<file path="src/rtl/dds_ctrl_pkg.sv">
// ---------------------------------------------------------------------------
// dds_ctrl_pkg
// Shared definitions for the DDS frequency-sweep controller:
//   - default widths for the phase/tuning word, step/dwell fields and the
//     in-flight sample counter
//   - the sweep FSM state type
// Optional feature macro used by this codebase slice: DDS_SWEEP_REPEAT_EN
// ---------------------------------------------------------------------------
package dds_ctrl_pkg;

    localparam int DDS_PHASE_W = 25;  // DDS phase_i / sine_o / cosine_o width
    localparam int DDS_CNT_W   = 16;  // step-count and dwell field width
    localparam int DDS_OUT_W   = 8;   // in-flight sample counter width

    typedef enum logic [1:0] {
        ST_IDLE,
        ST_RUN,
        ST_DRAIN,
        ST_DONE
    } sweep_state_e;

endpackage

</file>
<file path="src/rtl/dds_phase_acc.sv">
// ---------------------------------------------------------------------------
// dds_phase_acc
// Phase accumulator, current tuning word and dwell counter of the sweep.
// Strobes come from the sweep FSM in dds_sweep_ctrl.
//
// Ports:
//   clk_i, rst_n_i   clock, asynchronous active-low reset
//   load             latch f_start/f_step/dwell, clear acc, freq <= f_start
//   enable           one sample issued: acc += freq, advance dwell counter
//   step             (with enable) last sample of a step: freq += f_step
//   rewind           (with enable) repeat restart: freq <= latched f_start
//   f_start, f_step  tuning-word configuration (sampled on load only)
//   dwell            samples per step (0 treated as 1)
//   acc              accumulator, presented as the DDS phase
//   dwell_last       current sample is the last one of its step
// ---------------------------------------------------------------------------
module dds_phase_acc
    import dds_ctrl_pkg::*;
#(
    parameter int PHASE_W = DDS_PHASE_W,
    parameter int CNT_W   = DDS_CNT_W
) (
    input  logic               clk_i,
    input  logic               rst_n_i,
    input  logic               load,
    input  logic               enable,
    input  logic               step,
    input  logic               rewind,
    input  logic [PHASE_W-1:0] f_start,
    input  logic [PHASE_W-1:0] f_step,
    input  logic [CNT_W-1:0]   dwell,
    output logic [PHASE_W-1:0] acc,
    output logic               dwell_last
);

    logic [PHASE_W-1:0] f_start_q;
    logic [PHASE_W-1:0] f_step_q;
    logic [PHASE_W-1:0] freq;
    logic [CNT_W-1:0]   dwell_max;   // dwell - 1, with dwell 0 folded to 1
    logic [CNT_W-1:0]   dwell_cnt;

    assign dwell_last = (dwell_cnt == dwell_max);

    // NOTE: clocked state uses non-blocking assignments so every register
    // samples pre-edge values, independent of statement order.
    always_ff @(posedge clk_i or negedge rst_n_i) begin
        if (!rst_n_i) begin
            f_start_q <= '0;
            f_step_q  <= '0;
            freq      <= '0;
            dwell_max <= '0;
            dwell_cnt <= '0;
            acc       <= '0;
        end else if (load) begin
            f_start_q <= f_start;
            f_step_q  <= f_step;
            freq      <= f_start;
            dwell_max <= (dwell == '0) ? '0 : dwell - CNT_W'(1);
            dwell_cnt <= '0;
            acc       <= '0;
        end else if (enable) begin
            // Modulo-2^PHASE_W wrap is the natural overflow of the adder.
            acc       <= acc + freq;
            dwell_cnt <= dwell_last ? '0 : dwell_cnt + CNT_W'(1);
            if (rewind) begin
                freq <= f_start_q;
            end else if (step) begin
                freq <= freq + f_step_q;
            end
        end
    end

endmodule

</file>
<file path="src/rtl/dds_sweep_ctrl.sv">
// ---------------------------------------------------------------------------
// dds_sweep_ctrl
// Frequency-sweep controller feeding a DDS core. A sweep issues one phase
// sample per cycle, holds each tuning word for 'dwell' samples, steps it
// 'step_count' times, then waits for the DDS pipeline to drain.
//
// Ports:
//   clk_i, rst_n_i         clock, asynchronous active-low reset
//   start_i                start a sweep (accepted in IDLE only)
//   abort_i                stop the running sweep early
//   f_start_i, f_step_i    first tuning word, increment per step
//   step_count_i, dwell_i  steps per sweep, samples per step (0 means 1)
//   repeat_i               (DDS_SWEEP_REPEAT_EN only) restart the sweep
//                          seamlessly at end-of-sweep
//   phase_o, phase_valid_o to DDS phase_i / phase_valid_i
//   data_valid_i           from DDS data_valid_o
//   busy_o                 sweep running or draining
//   done_o                 one-cycle pulse when a sweep has fully drained
//   step_idx_o             index of the current step
//   err_o                  sticky: unexpected data_valid_i or in-flight
//                          overflow; cleared on reset or accepted start
//
// Optional feature macro: DDS_SWEEP_REPEAT_EN (adds repeat_i).
// ---------------------------------------------------------------------------
module dds_sweep_ctrl
    import dds_ctrl_pkg::*;
#(
    parameter int PHASE_W = DDS_PHASE_W,
    parameter int CNT_W   = DDS_CNT_W,
    parameter int OUT_W   = DDS_OUT_W
) (
    input  logic               clk_i,
    input  logic               rst_n_i,
    input  logic               start_i,
    input  logic               abort_i,
    input  logic [PHASE_W-1:0] f_start_i,
    input  logic [PHASE_W-1:0] f_step_i,
    input  logic [CNT_W-1:0]   step_count_i,
    input  logic [CNT_W-1:0]   dwell_i,
`ifdef DDS_SWEEP_REPEAT_EN
    input  logic               repeat_i,
`endif
    input  logic               data_valid_i,
    output logic [PHASE_W-1:0] phase_o,
    output logic               phase_valid_o,
    output logic               busy_o,
    output logic               done_o,
    output logic [CNT_W-1:0]   step_idx_o,
    output logic               err_o
);

    localparam logic [OUT_W-1:0] INFLIGHT_MAX = '1;

    sweep_state_e     state;
    logic [CNT_W-1:0] step_last;     // step_count - 1, with 0 folded to 1
    logic [OUT_W-1:0] inflight;
    logic [OUT_W-1:0] inflight_d;
    logic             err_d;

    logic repeat_en;
    logic in_run;
    logic dwell_last;
    logic sweep_end;
    logic load;
    logic enable;
    logic step;
    logic rewind;

`ifdef DDS_SWEEP_REPEAT_EN
    assign repeat_en = repeat_i;
`else
    assign repeat_en = 1'b0;
`endif

    // Strobes for the accumulator. The final sample of a one-shot sweep and
    // an aborted sample do not advance acc, so phase_o keeps the last value
    // actually presented to the DDS.
    always_comb begin
        in_run    = (state == ST_RUN);
        load      = (state == ST_IDLE) && start_i;
        sweep_end = in_run && dwell_last && (step_idx_o == step_last);
        enable    = in_run && !abort_i && !(sweep_end && !repeat_en);
        step      = enable && dwell_last && !sweep_end;
        rewind    = enable && sweep_end;
    end

    dds_phase_acc #(
        .PHASE_W (PHASE_W),
        .CNT_W   (CNT_W)
    ) u_phase_acc (
        .clk_i      (clk_i),
        .rst_n_i    (rst_n_i),
        .load       (load),
        .enable     (enable),
        .step       (step),
        .rewind     (rewind),
        .f_start    (f_start_i),
        .f_step     (f_step_i),
        .dwell      (dwell_i),
        .acc        (phase_o),
        .dwell_last (dwell_last)
    );

    // Sweep FSM with registered outputs.
    always_ff @(posedge clk_i or negedge rst_n_i) begin
        if (!rst_n_i) begin
            state         <= ST_IDLE;
            phase_valid_o <= 1'b0;
            busy_o        <= 1'b0;
            done_o        <= 1'b0;
            step_idx_o    <= '0;
            step_last     <= '0;
        end else begin
            done_o <= 1'b0;
            case (state)
                ST_IDLE: begin
                    if (start_i) begin
                        state         <= ST_RUN;
                        phase_valid_o <= 1'b1;
                        busy_o        <= 1'b1;
                        step_idx_o    <= '0;
                        step_last     <= (step_count_i == '0) ? '0
                                                              : step_count_i - CNT_W'(1);
                    end
                end
                ST_RUN: begin
                    // Abort is tested first so it wins over a coincident end.
                    if (abort_i || (sweep_end && !repeat_en)) begin
                        state         <= ST_DRAIN;
                        phase_valid_o <= 1'b0;
                    end else if (sweep_end) begin
                        step_idx_o <= '0;
                    end else if (dwell_last) begin
                        step_idx_o <= step_idx_o + CNT_W'(1);
                    end
                end
                ST_DRAIN: begin
                    if (inflight == '0) begin
                        state  <= ST_DONE;
                        busy_o <= 1'b0;
                        done_o <= 1'b1;
                    end
                end
                ST_DONE: begin
                    state <= ST_IDLE;
                end
                default: begin
                    state <= ST_IDLE;
                end
            endcase
        end
    end

    // In-flight tracking: +1 per issued sample, -1 per returned sample,
    // unchanged when both happen together; saturates at the top.
    // NOTE: defaults at the top of the block give every path a value, so no
    // latch is inferred.
    always_comb begin
        inflight_d = inflight;
        err_d      = err_o;
        if (phase_valid_o && !data_valid_i) begin
            if (inflight == INFLIGHT_MAX) begin
                err_d = 1'b1;
            end else begin
                inflight_d = inflight + OUT_W'(1);
            end
        end else if (data_valid_i && !phase_valid_o && (inflight != '0)) begin
            inflight_d = inflight - OUT_W'(1);
        end
        if (data_valid_i && (inflight == '0)) begin
            err_d = 1'b1;
        end
        if (load) begin
            err_d = 1'b0;
        end
    end

    always_ff @(posedge clk_i or negedge rst_n_i) begin
        if (!rst_n_i) begin
            inflight <= '0;
            err_o    <= 1'b0;
        end else begin
            inflight <= inflight_d;
            err_o    <= err_d;
        end
    end

endmodule

</file>
<file path="config.mk">
export PLATFORM = sky130hd
export DESIGN_NAME = dds_sweep_ctrl
export DESIGN_NICKNAME = d
export VERILOG_FILES = /design/src/rtl/dds_ctrl_pkg.sv /design/src/rtl/dds_phase_acc.sv /design/src/rtl/dds_sweep_ctrl.sv
export SDC_FILE = /design/constraint.sdc
export NUM_CORES = 1
export LEC_CHECK = 0
export CORE_MARGIN = 2
export CORE_UTILIZATION = 35
export DETAILED_ROUTE_END_ITERATION = 7
export MAX_ROUTING_LAYER = met4
export SLEW_MARGIN = 40
export SYNTH_ARGS = -nofsm -noshare
export SYNTH_HDL_FRONTEND = slang
export SYNTH_SLANG_ARGS = --single-unit
</file>
<file path="constraint.sdc">
create_clock -name clk_i -period 3.75 [get_ports clk_i]
set_input_delay 0.9375 -clock clk_i [delete_from_list [all_inputs] [get_ports clk_i]]
set_output_delay 0.9375 -clock clk_i [all_outputs]
set_load 0.1 [all_outputs]
</file>
## After elaboration in Yosys (flattened, before gate mapping)

Cells that the tools add are included.

| cells by class | value |
|---|---|
| add/sub/neg operators | 8 |
| multiply operators | 0 |
| divide/modulo/power cells | 0 |
| magnitude comparators | 0 |
| equality and inequality tests | 12 |
| shift-type cells | 0 |
| muxes and demuxes | 34 |
| bitwise logic cells | 0 |
| reductions and logical operators | 37 |

Operators with widths:

| cell | count |
|---|---|
| 25-bit two-way mux | 6 |
| 16-bit two-way mux | 9 |
| 25-bit adder | 2 |
| 16-bit by 1-bit adder with 16-bit output (second input constant) | 2 |
| 16-bit equality test | 2 |
| 16-bit logical NOT | 2 |
| 16-bit one-hot mux with 2 select lines | 1 |
| 16-bit by 1-bit subtractor with 16-bit output (second input constant) | 2 |
| 8-bit two-way mux | 3 |
| 1-bit logical AND | 12 |
| 1-bit two-way mux | 9 |
| 3-bit AND reduction | 3 |
| 3-bit nonzero test | 3 |
| 8-bit by 1-bit adder with 8-bit output (second input constant) | 1 |
| 8-bit equality test (second input constant) | 1 |
| 8-bit logical NOT | 1 |
| 2-bit != test (second input constant) | 4 |
| 2-bit one-hot mux with 4 select lines | 1 |
| 2-bit AND reduction | 4 |
| 2-bit nonzero test | 4 |
| 8-bit nonzero test | 1 |
| 8-bit by 1-bit subtractor with 8-bit output (second input constant) | 1 |
| 2-bit two-way mux | 3 |
| 2-bit equality test (second input constant) | 2 |
| 8 further kinds | 12 |

| storage, ports and cells | value |
|---|---|
| flip-flop bits (word level) | 178 |
| latch bits | 0 |
| bits in writable memories | 0 |
| memory bits (read-only) | 0 |
| input port bits | 87 |
| output and inout bits | 45 |
| word-level logic and storage cells | 105 |
| memories | 0 |

## Depth between registers and ports, before layout

Gate-level depths: netlist (run 1).

| logic depth | value |
|---|---|
| depth after elaboration | 11 |
| mapped depth | 12 |
| mapped depth without buffers | 10 |

## Modules after synthesis

From an unflattened synthesis (run 1), not the netlist that was laid out.

| second synthesis, totals | value |
|---|---|
| cells, all modules | 1201 |
| area total of the unflattened synthesis | 11215.8 um^2 |

Modules (own cells, without submodules):

| module | times used | cells an instance | area an instance (um^2) | sequential area each (um^2) |
|---|---|---|---|---|
| dds_phase_acc | 1 | 900 | 8394.3 | 3303.2 |
| dds_sweep_ctrl | 1 | 301 | 2821.5 | 1151.1 |

## Least setup slack after synthesis (run 1)

No wires, ideal clock.

| path | value |
|---|---|
| path type | flip-flop to flip-flop |
| from | reg u_phase_acc.acc[0] |
| to | reg u_phase_acc.acc[24] |
| library setup time | 0.128 ns |
| data arrival time | 2.952 ns |
| data required time | 3.622 ns |
| path slack | 0.670 ns |
| cell stages (with the launch flop) | 11 |
| buffers on the path | 0 |
| period minus slack after synthesis | 3.080 ns |
| cell sequence | dfrtp_1 ha_1 fa_1 a21oi_1 o21ai_0 o221ai_1 a21boi_0 or2_2 a31o_2 o21ai_0 nand3_1 |

| between the ends | value |
|---|---|
| word-level cells in the longest chain between the ends | 3 |

RTL lines:

| what | line | RTL |
|---|---|---|
| start: declaration | dds_phase_acc.sv:32 | `output logic [PHASE_W-1:0] acc,` |
| start signal: assignment | dds_phase_acc.sv:63 | `acc <= acc + freq;` |
| 25-bit adder | dds_phase_acc.sv:63 |  |
| 25-bit two-way mux | dds_phase_acc.sv:61 | `end else if (enable) begin` |
| 25-bit two-way mux | dds_phase_acc.sv:54 | `end else if (load) begin` |

No other way between the ends. The select of a mux whose other input is x is not followed.
A chain may end at the register's enable or synchronous reset.

## Final worst setup path (run 1)

| path | value |
|---|---|
| from | reg u_phase_acc.freq[0] |
| to | reg u_phase_acc.freq[22] |

| between the ends | value |
|---|---|
| word-level cells in the longest chain between the ends | 5 |

RTL lines:

| what | line | RTL |
|---|---|---|
| start: declaration | dds_phase_acc.sv:38 | `logic [PHASE_W-1:0] freq;` |
| start signal: assignment | dds_phase_acc.sv:57 | `freq <= f_start;` |
| start signal: assignment | dds_phase_acc.sv:66 | `freq <= f_start_q;` |
| start signal: assignment | dds_phase_acc.sv:68 | `freq <= freq + f_step_q;` |
| 25-bit adder | dds_phase_acc.sv:68 |  |
| 25-bit two-way mux | dds_phase_acc.sv:67 | `end else if (step) begin` |
| 25-bit two-way mux | dds_phase_acc.sv:65 | `if (rewind) begin` |
| 25-bit two-way mux | dds_phase_acc.sv:61 |  |
| 25-bit two-way mux | dds_phase_acc.sv:54 |  |

No other way between the ends. The select of a mux whose other input is x is not followed.

==> results of run 1 <==
## where the power goes
| part | internal, mW | switching, mW |
|---|---|---|
| clock network | 0.880 | 0.765 |
| registers | 2.27 | 0.629 |
| logic | 2.63 | 4.09 |
## cells in the final DEF (no fill, tap or decap), types with 32 or more instances in the layout
cell type and instances:
nand2_1 217, dfrtp_1 153, nor2_1 108, o21ai_0 98, clkdlybuf4s50_1 85, a21oi_1 72, ha_1 61, xnor2_1 56
buf_4 56, xor2_1 34, a31oi_1 32
## per-stage QoR
| stage | cell area [sq um] | power [mW] | setup WS, ps | hold WS, ps |
|---|---|---|---|---|
| floorplan | 10160 | 8.036 | 670.0 | 449.7 |
| global placement | 11830 | 9.540 | 325.4 | 466.4 |
| detailed placement | 11810 | 9.629 | 282.1 | 472.6 |
| CTS | 12360 | 11.32 | 528.8 | 489.3 |
| global route | 12390 | 12.26 | 273.9 | 402.4 |
| finish | 12390 | 11.27 | 514.2 | 393.2 |
## critical path, cell delays in order (launching register included)
cell and delay (ps):
dfrtp_1 400, ha_1 240, fa_1 430, a211oi_1 320, o21ai_0 260, a211oi_1 490
or3_1 250, a311oi_1 120, o21ai_1 160, mux2_2 340, a21oi_1 130
## path summary, 6_finish.rpt
check,startpoint,endpoint,slack (ps)
worst max-delay path,u_phase_acc.freq[0],u_phase_acc.freq[22],510
worst min-delay path,rst_n_i,step_last[1],390
worst max register to register,u_phase_acc.freq[0],u_phase_acc.freq[22],510
worst min register to register,u_phase_acc.f_step_q[15],u_phase_acc.f_step_q[15],480
max in group asynchronous,rst_n_i,u_phase_acc.dwell_cnt[4],2480
min in group clk_i,u_phase_acc.f_step_q[15],u_phase_acc.f_step_q[15],480
## final cells by class
cell class / count / area [sq um]
multi-input combinational: 972 / 6047
timing repair buffer: 151 / 1399
clock buffer: 19 / 442.9
sequential: 153 / 3829
fill: 2839 / 16240
inverter: 21 / 78.83
tap: 384 / 480.5
clock inverter: 13 / 108.9
## metal layers
layer / part of all wire / vias up / wire [um]
met4: 0.011 / 0 / 292
met5: 0 / - / 0
met2: 0.46 / 151 / 12430
met3: 0.031 / 24 / 832
li1: - / 4500 / -
met1: 0.50 / 4188 / 13300
## flip-flops by register name, summed over array words and instances, names as in the netlist
signal and cells:
u_phase_acc.dwell_cnt 16, step_idx_o 16, u_phase_acc.freq 25, u_phase_acc.acc 25, done_o 1, state 2
u_phase_acc.dwell_max 16, inflight 8, u_phase_acc.f_step_q 25, busy_o 1, step_last 16, err_o 1
phase_valid_o 1
## kinds of logic (layout without fill, tap and decap cells)
logic type      after synthesis  after routing  synth area share
simple gates                493            493            0.2305
compound gates              308            308            0.1859
flops                       153            153            0.3769
xor+xnor                     91             91           0.07921
buf+inv                      71            204           0.03018
fa+ha+maj                    64             64           0.08105
mux                          16             16           0.01626
==> run metrics, run 1 <==
status finished, final reports clean; CP Max Fanout 3; Antenna Violating Nets Remaining 0; GRT met1 Usage 0.2484; H-tree levels 4; Final Hold Vio Count 0; Yosys warnings 0; clk sink count between 150 and 200; count leader, synth nand2_1; post-synth top area share 0.3769; Pwr per Cell Area between 900 and 1000 mW/mm^2; fin crit period about 3200 ps; Max Freq between 300 and 400 MHz; routed vias/inst roughly 5.2; vias in the first global route around 8,600; Slew HR 0.4833; fin crit share 0.8629; Placed Instances 1,680; first-pass GRT wire length approximately 44,000 um; R2R depth 10; WL/cell 15.67 um; Port Buffers 131; Final setup viols 0; Setup TNS Final 0 ps; Max-cap violations 0; GR Layer Usage met3 0.02690; non-filler cells in the finished layout between 1,500 and 2,000; Area Overhead vs Synth 21.94%; Antenna Cells 0; GPL Wtd Cong between 0.8 and 0.9; pin count of the biggest net entering global routing between 100 and 150; initial antenna violation count 0; Critical Path AT between 3000 and 4000 ps; IO Count about 130; Initial DRC Count around 500; Die Span Y 174.4 um; Mapped Cells 1,196; Syn Area/Cell 8.493 sq um; syn nets 1,347; Area contributors post-synth dfrtp_1 38%, nand2_1 8.1%, ha_1 7.5%, o21ai_0 4.9%, xnor2_1 4.8%; flops & latches, synth about 150; GRT Total Usage 0.1846; Die W approximately 170 um; Final Core Density 0.4327; Final HPWL DP 19,940 um; top cell type by total area after synthesis dfrtp_1; Die ar. 0.03040 sq mm; cts repair resizes 0; Longest Clk Path Bufs 2; Hold Crit Class primary input to async pin; total number of vias ~8,900; row count between 60 and 70; CP Launch Type flip-flop; ys async rst share 1.000; Synth top cells by count 218 x nand2_1, 153 x dfrtp_1, 108 x nor2_1, 99 x o21ai_0, 72 x a21oi_1; Leakage approximately 5.5 nW; Post-CTS Setup Bufs 0; top_reg_cell synth dfrtp_1; Worst EP required between 4000 and 5000 ps; Worst Max-Slew Pin Slew ~770 ps; Post-Route WL between 20,000 and 30,000 um; met2 Use GR 0.2940; worst ir drop on vdd about 0.38 mV; gr busiest metal met2; Nets 1,467; core box area 0.02863 sq mm; global route overflow 0; Fin Clk Skew between 10 and 15 ps; CTS Hold Bufs 0; CTS tree built; Crit Path Category flip-flop to flip-flop; fraction of layout cells with a size suffix above 1 0.09707; Slew Limit Fails 0; Seq/Total Area, Yosys 0.3769; CTS clk-pin slew, worst paths about 70 ps; DRT Pass-1 Iters 5; post-synth cell types slightly above 70; crit end category flip-flop; Starting Density 0.3548; Clock Latency Late Sink roughly 430 ps; Root Driver clkbuf_16; EDFF count, synth 0; CTS buffer count 17; RSZ-0062 raised after global routing no; DRC 0; Synth Cell Area 0.01016 sq mm
(Power assumes the default switching activity.)
==> run 2: changes to the inputs <==
--- a/config.mk
+++ b/config.mk
@@ -5,6 +5,7 @@
 export SDC_FILE = /design/constraint.sdc
 export NUM_CORES = 1
 export LEC_CHECK = 0
+export CAP_MARGIN = 0
 export CORE_MARGIN = 2
 export CORE_UTILIZATION = 35
 export DETAILED_ROUTE_END_ITERATION = 7
==> results of run 2 <==
Final layout, timing and power as in run 1 (identical DEF).
